`src/rtl/vga_timing_ctrl.sv`:
```
// vga_timing_ctrl: pixel-clock VGA raster generator.
//   Scans h/v counters, presents the requested pixel coordinate to a pattern
//   source and drives RGB, HS, VS, BLANK_N and a frame-start pulse to the DAC.
//   All DAC outputs are mutually aligned, PIX_DLY+1 clocks after the counter
//   state that produced them.
// Ports:
//   iVGA_CLK, iRST           pixel clock, synchronous active-high reset
//   oVGA_X, oVGA_Y, oRequest requested pixel coordinate / active flag (stage 0)
//   iRed, iGreen, iBlue      pattern data, valid PIX_DLY clocks after request
//   oVGA_R, oVGA_G, oVGA_B   registered colour to DAC
//   oVGA_HS, oVGA_VS         syncs, active level SYNC_POL
//   oVGA_BLANK_N             low during blanking
//   oFrameStart              one-clock pulse with pixel (0,0) at the DAC
// Build option:
//   VGA_TIMING_BORDER_EN     force 10'h3FF on the outermost active pixels
module vga_timing_ctrl #(
    parameter int unsigned H_ACT    = 640,
    parameter int unsigned H_FP     = 16,
    parameter int unsigned H_SYNC   = 96,
    parameter int unsigned H_BP     = 48,
    parameter int unsigned V_ACT    = 480,
    parameter int unsigned V_FP     = 10,
    parameter int unsigned V_SYNC   = 2,
    parameter int unsigned V_BP     = 33,
    parameter int unsigned PIX_DLY  = 1,
    parameter logic        SYNC_POL = 1'b0
) (
    input  logic        iVGA_CLK,
    input  logic        iRST,
    output logic [9:0]  oVGA_X,
    output logic [9:0]  oVGA_Y,
    output logic        oRequest,
    input  logic [9:0]  iRed,
    input  logic [9:0]  iGreen,
    input  logic [9:0]  iBlue,
    output logic [9:0]  oVGA_R,
    output logic [9:0]  oVGA_G,
    output logic [9:0]  oVGA_B,
    output logic        oVGA_HS,
    output logic        oVGA_VS,
    output logic        oVGA_BLANK_N,
    output logic        oFrameStart
);

    localparam int unsigned CW        = 10;
    localparam int unsigned H_TOTAL   = H_ACT + H_FP + H_SYNC + H_BP;
    localparam int unsigned V_TOTAL   = V_ACT + V_FP + V_SYNC + V_BP;
    localparam int unsigned H_SYNC_S  = H_ACT + H_FP;
    localparam int unsigned H_SYNC_E  = H_ACT + H_FP + H_SYNC;
    localparam int unsigned V_SYNC_S  = V_ACT + V_FP;
    localparam int unsigned V_SYNC_E  = V_ACT + V_FP + V_SYNC;

    // Flag vector bit positions carried through the alignment delay line
    localparam int unsigned F_HS  = 0;
    localparam int unsigned F_VS  = 1;
    localparam int unsigned F_ACT = 2;
    localparam int unsigned F_FS  = 3;
`ifdef VGA_TIMING_BORDER_EN
    localparam int unsigned F_BRD = 4;
    localparam int unsigned FW    = 5;
`else
    localparam int unsigned FW    = 4;
`endif

    logic [CW-1:0] r_h_cnt;
    logic [CW-1:0] r_v_cnt;
    logic          w_act;
    logic [FW-1:0] w_flags;
    logic [FW-1:0] w_dly;
    logic [CW-1:0] w_r;
    logic [CW-1:0] w_g;
    logic [CW-1:0] w_b;

    // Raster counters; v advances on the h wrap
    always_ff @(posedge iVGA_CLK) begin
        if (iRST) begin
            r_h_cnt <= '0;
            r_v_cnt <= '0;
        end else if (r_h_cnt == CW'(H_TOTAL - 1)) begin
            r_h_cnt <= '0;
            if (r_v_cnt == CW'(V_TOTAL - 1)) begin
                r_v_cnt <= '0;
            end else begin
                r_v_cnt <= r_v_cnt + CW'(1);
            end
        end else begin
            r_h_cnt <= r_h_cnt + CW'(1);
        end
    end

    // Stage-0 decode: request side and flags entering the delay line
    assign w_act    = (r_h_cnt < CW'(H_ACT)) && (r_v_cnt < CW'(V_ACT));
    assign oRequest = w_act;
    assign oVGA_X   = w_act ? r_h_cnt : '0;
    assign oVGA_Y   = w_act ? r_v_cnt : '0;

    always_comb begin
        w_flags        = '0;
        w_flags[F_HS]  = (r_h_cnt >= CW'(H_SYNC_S)) && (r_h_cnt < CW'(H_SYNC_E));
        w_flags[F_VS]  = (r_v_cnt >= CW'(V_SYNC_S)) && (r_v_cnt < CW'(V_SYNC_E));
        w_flags[F_ACT] = w_act;
        w_flags[F_FS]  = (r_h_cnt == '0) && (r_v_cnt == '0);
`ifdef VGA_TIMING_BORDER_EN
        w_flags[F_BRD] = w_act && ((r_h_cnt == '0) || (r_h_cnt == CW'(H_ACT - 1)) ||
                                   (r_v_cnt == '0) || (r_v_cnt == CW'(V_ACT - 1)));
`endif
    end

    // PIX_DLY stages here plus the output register give PIX_DLY+1 total
    generate
        if (PIX_DLY == 0) begin : g_no_dly
            assign w_dly = w_flags;
        end else begin : g_dly
            logic [FW-1:0] r_pipe [PIX_DLY];
            always_ff @(posedge iVGA_CLK) begin
                if (iRST) begin
                    for (int unsigned i = 0; i < PIX_DLY; i++) begin
                        r_pipe[i] <= '0;
                    end
                end else begin
                    r_pipe[0] <= w_flags;
                    for (int unsigned i = 1; i < PIX_DLY; i++) begin
                        r_pipe[i] <= r_pipe[i-1];
                    end
                end
            end
            assign w_dly = r_pipe[PIX_DLY-1];
        end
    endgenerate

    // Colour select: pattern data arriving with the delayed flag belongs to it
    always_comb begin
        w_r = '0;
        w_g = '0;
        w_b = '0;
        if (w_dly[F_ACT]) begin
            w_r = iRed;
            w_g = iGreen;
            w_b = iBlue;
`ifdef VGA_TIMING_BORDER_EN
            if (w_dly[F_BRD]) begin
                w_r = 10'h3FF;
                w_g = 10'h3FF;
                w_b = 10'h3FF;
            end
`endif
        end
    end

    // DAC output register
    always_ff @(posedge iVGA_CLK) begin
        if (iRST) begin
            oVGA_R       <= '0;
            oVGA_G       <= '0;
            oVGA_B       <= '0;
            oVGA_HS      <= ~SYNC_POL;
            oVGA_VS      <= ~SYNC_POL;
            oVGA_BLANK_N <= 1'b0;
            oFrameStart  <= 1'b0;
        end else begin
            oVGA_R       <= w_r;
            oVGA_G       <= w_g;
            oVGA_B       <= w_b;
            oVGA_HS      <= w_dly[F_HS] ? SYNC_POL : ~SYNC_POL;
            oVGA_VS      <= w_dly[F_VS] ? SYNC_POL : ~SYNC_POL;
            oVGA_BLANK_N <= w_dly[F_ACT];
            oFrameStart  <= w_dly[F_FS];
        end
    end

endmodule

```
`config.mk`:
```
export PLATFORM = sky130hd
export DESIGN_NAME = vga_timing_ctrl
export DESIGN_NICKNAME = d
export VERILOG_FILES = /design/src/rtl/vga_timing_ctrl.sv
export SDC_FILE = /design/constraint.sdc
export NUM_CORES = 1
export LEC_CHECK = 0
export BUFFER_PORTS_ARGS = -buffer_cell sky130_fd_sc_hd__buf_2
export CAP_MARGIN = 30
export CORE_ASPECT_RATIO = 0.9
export CORE_MARGIN = 2
export CORE_UTILIZATION = 47
export CTS_CLUSTER_DIAMETER = 100
export DETAILED_ROUTE_END_ITERATION = 8
export PLACE_DENSITY_LB_ADDON = 0.2
export SLEW_MARGIN = 20
export SYNTH_ARGS = -nofsm -noshare
export SYNTH_HDL_FRONTEND = slang
export SYNTH_SLANG_ARGS = --single-unit
```
`constraint.sdc`:
```
create_clock -name iVGA_CLK -period 2.6 [get_ports iVGA_CLK]
set_input_delay 0.26 -clock iVGA_CLK [delete_from_list [all_inputs] [get_ports iVGA_CLK]]
set_output_delay 0.26 -clock iVGA_CLK [all_outputs]
set_load 0.005 [all_outputs]
```
==> Implementation_results.wiki <==
{| class="wikitable"
! Metric !! Value
|-
| Run status || finished clean
|-
| Origin of the worst setup path || r_h_cnt[0]
|-
| Sequential cell area fraction in the yosys report || 0.531
|-
| Die Area || 5220 sq um
|-
| Register bit count reported by yosys || 58
|-
| Net count after synthesis || ~260
|-
| Destination of the critical timing path || r_v_cnt[2]
|-
| Worst Setup Start Kind || register
|-
| Antenna violation net count after detailed routing || 0
|-
| Post-synthesis share of cell area spent on xor and xnor gates || 0.0440
|-
| Net switching share of the total power || 0.211
|-
| Synth cell types || 34
|-
| Mean area per synthesized cell || 9.73 sq um
|-
| HPWL Detailed || 3210 um
|-
| Largest cells by area after synthesis || sky130_fd_sc_hd__dfxtp_1, sky130_fd_sc_hd__and2_1, sky130_fd_sc_hd__nor2_1, sky130_fd_sc_hd__xor2_1, sky130_fd_sc_hd__ha_1
|-
| Detail-routed net length per standard cell || 11.8 um
|-
| Classification of the worst setup path || register to register
|-
| Highest Clock Rate || 0.471 GHz
|-
| Compound-Gate Fraction of Synth Area || 0.0412
|-
| Wire length of the first global-routing pass || 7040 um
|-
| Final Non-Filler Cells || 379
|-
| Row count || 23
|-
| Setup repair bufs after CTS || 0
|-
| Total Routing Usage GR || 0.174
|-
| Combinational family with the most area after synthesis || simple AND/OR/NAND/NOR gates
|-
| Adder-cell share of the synthesized area || 0.0229
|-
| # hold bufs at CTS || 0
|-
| CP cell instances || ha_1, nand3_1, or3_4, o21bai_1, nor2_1
|-
| Top Family by Delay on Critical Path || simple AND/OR/NAND/NOR gates
|-
| Vias in the first global route || 1515
|-
| Number of antenna violations at the first check in global routing || 0
|-
| Leak || between 0.001 and 0.0015 uW
|-
| Floorplan die width || 75.9 um
|-
| Master cell of the clock root buffer || sky130_fd_sc_hd__clkbuf_8
|-
| Design Power || 1910 uW
|-
| Core region area || approximately 4500 sq um
|-
| Hold violation count in the final report || 0
|-
| Worst hold margin || 0.130 ns
|-
| Count of cells along the worst register-to-register path || 5
|-
| Number of max-capacitance violations reported || 0
|-
| Worst Max-Slew Pin Slew || 0.639 ns
|-
| Worst-path fanout max || 11
|-
| Net switching component of the power || around 400 uW
|-
| Critical path's slowest cell || sky130_fd_sc_hd__o21bai_1
|-
| Peak supply drop || approximately 0.35 mV
|-
| CTS Buffer Depth || 2
|-
| Clock buffer count from CTS || 9
|-
| Pin count of the biggest net entering global routing || 22
|-
| Count of vias placed by the detailed router || 1775
|-
| Global placer's final weighted congestion || between 0.8 and 0.9
|-
| End of the worst register-to-register path || r_v_cnt[2]
|-
| Tightest slew margin relative to the limit || 0.573
|-
| Slowest Stage Delay on Critical Path || 0.54 ns
|-
| Simple-Gate Fraction of Synth Area || 0.323
|-
| Crit path capture type || register
|-
| Number of instances in the placed design || between 300 and 400
|-
| Type of the most critical hold path || input port to register
|-
| Combinational cell fraction of total power || 0.048
|-
| Flop pwr share || 0.485
|-
| Number of sinks driven by the clock tree || 58
|-
| Critical path depth in cells || 5
|-
| Share of final-layout standard cells stronger than drive strength 1 || 0.331
|-
| Final sum of negative setup slack || 0 ns
|-
| Number of cells upsized or downsized after cts || 0
|-
| Setup repair after global routing missed its margin || false
|-
| Via density per instance || 4.68
|-
| Flop-to-flop setup slack || 0.48 ns
|-
| Mux share of post-synthesis cell area || 0
|-
| Power per standard cell area || 667 nW/um^2
|-
| Gate count after technology mapping || roughly 230
|-
| Final core occ || 0.641
|-
| Count of pins over their slew limit || 0
|-
| Total of endpoints with negative setup slack in the final report || 0
|-
| CTS H-Tree Depth || 3
|-
| Clock network latency to the later pin of the worst-skew pair || 0.32 ns
|-
| Startpoint of the most critical register-to-register path || r_h_cnt[0]
|-
| First drt pass iteration count || 4
|-
| Synthesis-to-layout area growth || 30.6%
|-
| Detailed Route WL || 4490 um
|-
| Endpoint arrival time on the critical path || 2.31 ns
|-
| First DRT Iteration DRCs || 75
|-
| CP Buf/Inv Count || 0
|-
| Top-area cell type share of the netlist area || 0.531
|-
| Port Buf Inserts || 85
|-
| Worst-case clock skew || 0.00483 ns
|-
| Initial Util || 0.491
|-
| Ports || 87
|-
| Syn. warnings || 0
|-
| Clk slew on worst S/H paths || 0.07 ns
|-
| Die Span Y || 68.7 um
|-
| CTS tree || built
|-
| Post-synthesis instance area || 2190 sq um
|-
| Minimum clock period || 2.12 ns
|-
| Final net count || 348
|-
| Data required time of the critical path || 2.78 ns
|-
| Area leader, netlist || sky130_fd_sc_hd__dfxtp_1
|-
| Ant. Diodes || 0
|-
| DRC violation count after routing || 0
|-
| Fraction of the cycle the final worst path needs || 0.816
|-
| Clock Power Share || 0.467
|-
| GRT Residual Overflow || 0
|-
| Cell-internal power || 1500 uW
|}
layer usage:
metal  global-route usage  vias up  wire [um]
met5                    0        -          0
met1                0.217      777       2020
met2                0.277       63       2080
li1                     -      926          -
met3               0.0560        9        315
met4               0.0886        0         72
per-stage QoR:
| step | instance area [sq um] | setup slack [ns] |
|---|---|---|
| after floorplan | 2190 | 0.632 |
| after global placement | 2640 | 0.616 |
| after detailed placement | 2640 | 0.507 |
| after CTS | 2860 | 0.485 |
| after global routing | 2860 | 0.308 |
| final | 2860 | 0.478 |
worst min path at each step:
stage	start	endpoint	slack [ns]	cells after the start
final	iGreen[2]	oVGA_G[2]	0.13	2
after global routing	iRed[7]	oVGA_R[7]	0.11	2
after CTS	iGreen[1]	oVGA_G[1]	0.12	2
after detailed placement	g_dly.r_pipe[0][0]	oVGA_HS	0.36	1
after global placement	g_dly.r_pipe[0][0]	oVGA_HS	0.36	1
after floorplan	g_dly.r_pipe[0][0]	oVGA_HS	0.36	1
cell usage after synthesis:
cell type                  instances
sky130_fd_sc_hd__xor2_1            6
sky130_fd_sc_hd__buf_4             1
sky130_fd_sc_hd__clkbuf_2          1
sky130_fd_sc_hd__o21ai_0           4
sky130_fd_sc_hd__ha_1              4
sky130_fd_sc_hd__nand2b_1          5
sky130_fd_sc_hd__o31ai_1           2
sky130_fd_sc_hd__o41ai_1           2
sky130_fd_sc_hd__or4b_2            2
sky130_fd_sc_hd__a21oi_1           6
sky130_fd_sc_hd__nor2_1           15
sky130_fd_sc_hd__nor4_1            8
sky130_fd_sc_hd__clkbuf_1          6
sky130_fd_sc_hd__or3_4             1
sky130_fd_sc_hd__nor4bb_1          1
sky130_fd_sc_hd__dfxtp_1          58
sky130_fd_sc_hd__nand2_1           8
sky130_fd_sc_hd__and3b_1           1
sky130_fd_sc_hd__or2_1             1
sky130_fd_sc_hd__nand4b_1          1
sky130_fd_sc_hd__and4_1            1
sky130_fd_sc_hd__nor3_1            1
sky130_fd_sc_hd__or4_1             3
sky130_fd_sc_hd__nand4_1           3
sky130_fd_sc_hd__or3_1             2
sky130_fd_sc_hd__conb_1            1
sky130_fd_sc_hd__inv_1             6
sky130_fd_sc_hd__xnor2_1           5
sky130_fd_sc_hd__nor2b_1           4
sky130_fd_sc_hd__and2_1           50
sky130_fd_sc_hd__nand3_1          10
sky130_fd_sc_hd__and3_1            3
sky130_fd_sc_hd__o21bai_1          1
sky130_fd_sc_hd__buf_6             2
layout make-up:
class                   count  area [sq um]
clock inverters             7          93.8
clock buffers               9           124
repair buffers             86           433
fillers                   387          1600
multi-input cells         151           947
well taps                  62          77.6
flip-flops and latches     58          1160
inverters                   6          22.5
state kept, by name (all words and copies together), names as in the netlist:
| register | flops |
|---|---|
| g_dly.r_pipe | 4 |
| oFrameStart | 1 |
| oVGA_B | 10 |
| oVGA_BLANK_N | 1 |
| oVGA_G | 10 |
| oVGA_HS | 1 |
| oVGA_R | 10 |
| oVGA_VS | 1 |
| r_h_cnt | 10 |
| r_v_cnt | 10 |
kinds of logic (layout without fill, tap and decap cells):
family / after synthesis / in the layout
simple gates: 120 / 120
compound gates: 15 / 15
xor+xnor: 11 / 11
fa+ha+maj: 4 / 4
flops: 58 / 58
other cells: 1 / 1
buf+inv: 16 / 108
power groups by stage:
stage | Clock, uW | Sequential [uW] | Combinational, uW
after floorplan | 0 | 947 | 39.2
after global placement | 0 | 944 | 93.1
after detailed placement | 0 | 945 | 93.6
after CTS | 911 | 925 | 94.2
after global routing | 957 | 927 | 104
final | 890 | 924 | 92.3
placed cells by master, fill, tap and decap left out, drive strengths merged, types with 3 or more instances in the layout:
cell type / count
or4: 3
nor2: 15
and3: 3
o21ai: 4
nor4: 8
inv: 6
nand4: 3
or3: 3
clkinv: 3
a21oi: 6
nand2b: 5
nand2: 8
clkbuf: 9
ha: 4
and2: 50
dfxtp: 58
nor2b: 4
buf: 86
xnor2: 5
xor2: 6
nand3: 10
(Power assumes the default switching activity.)
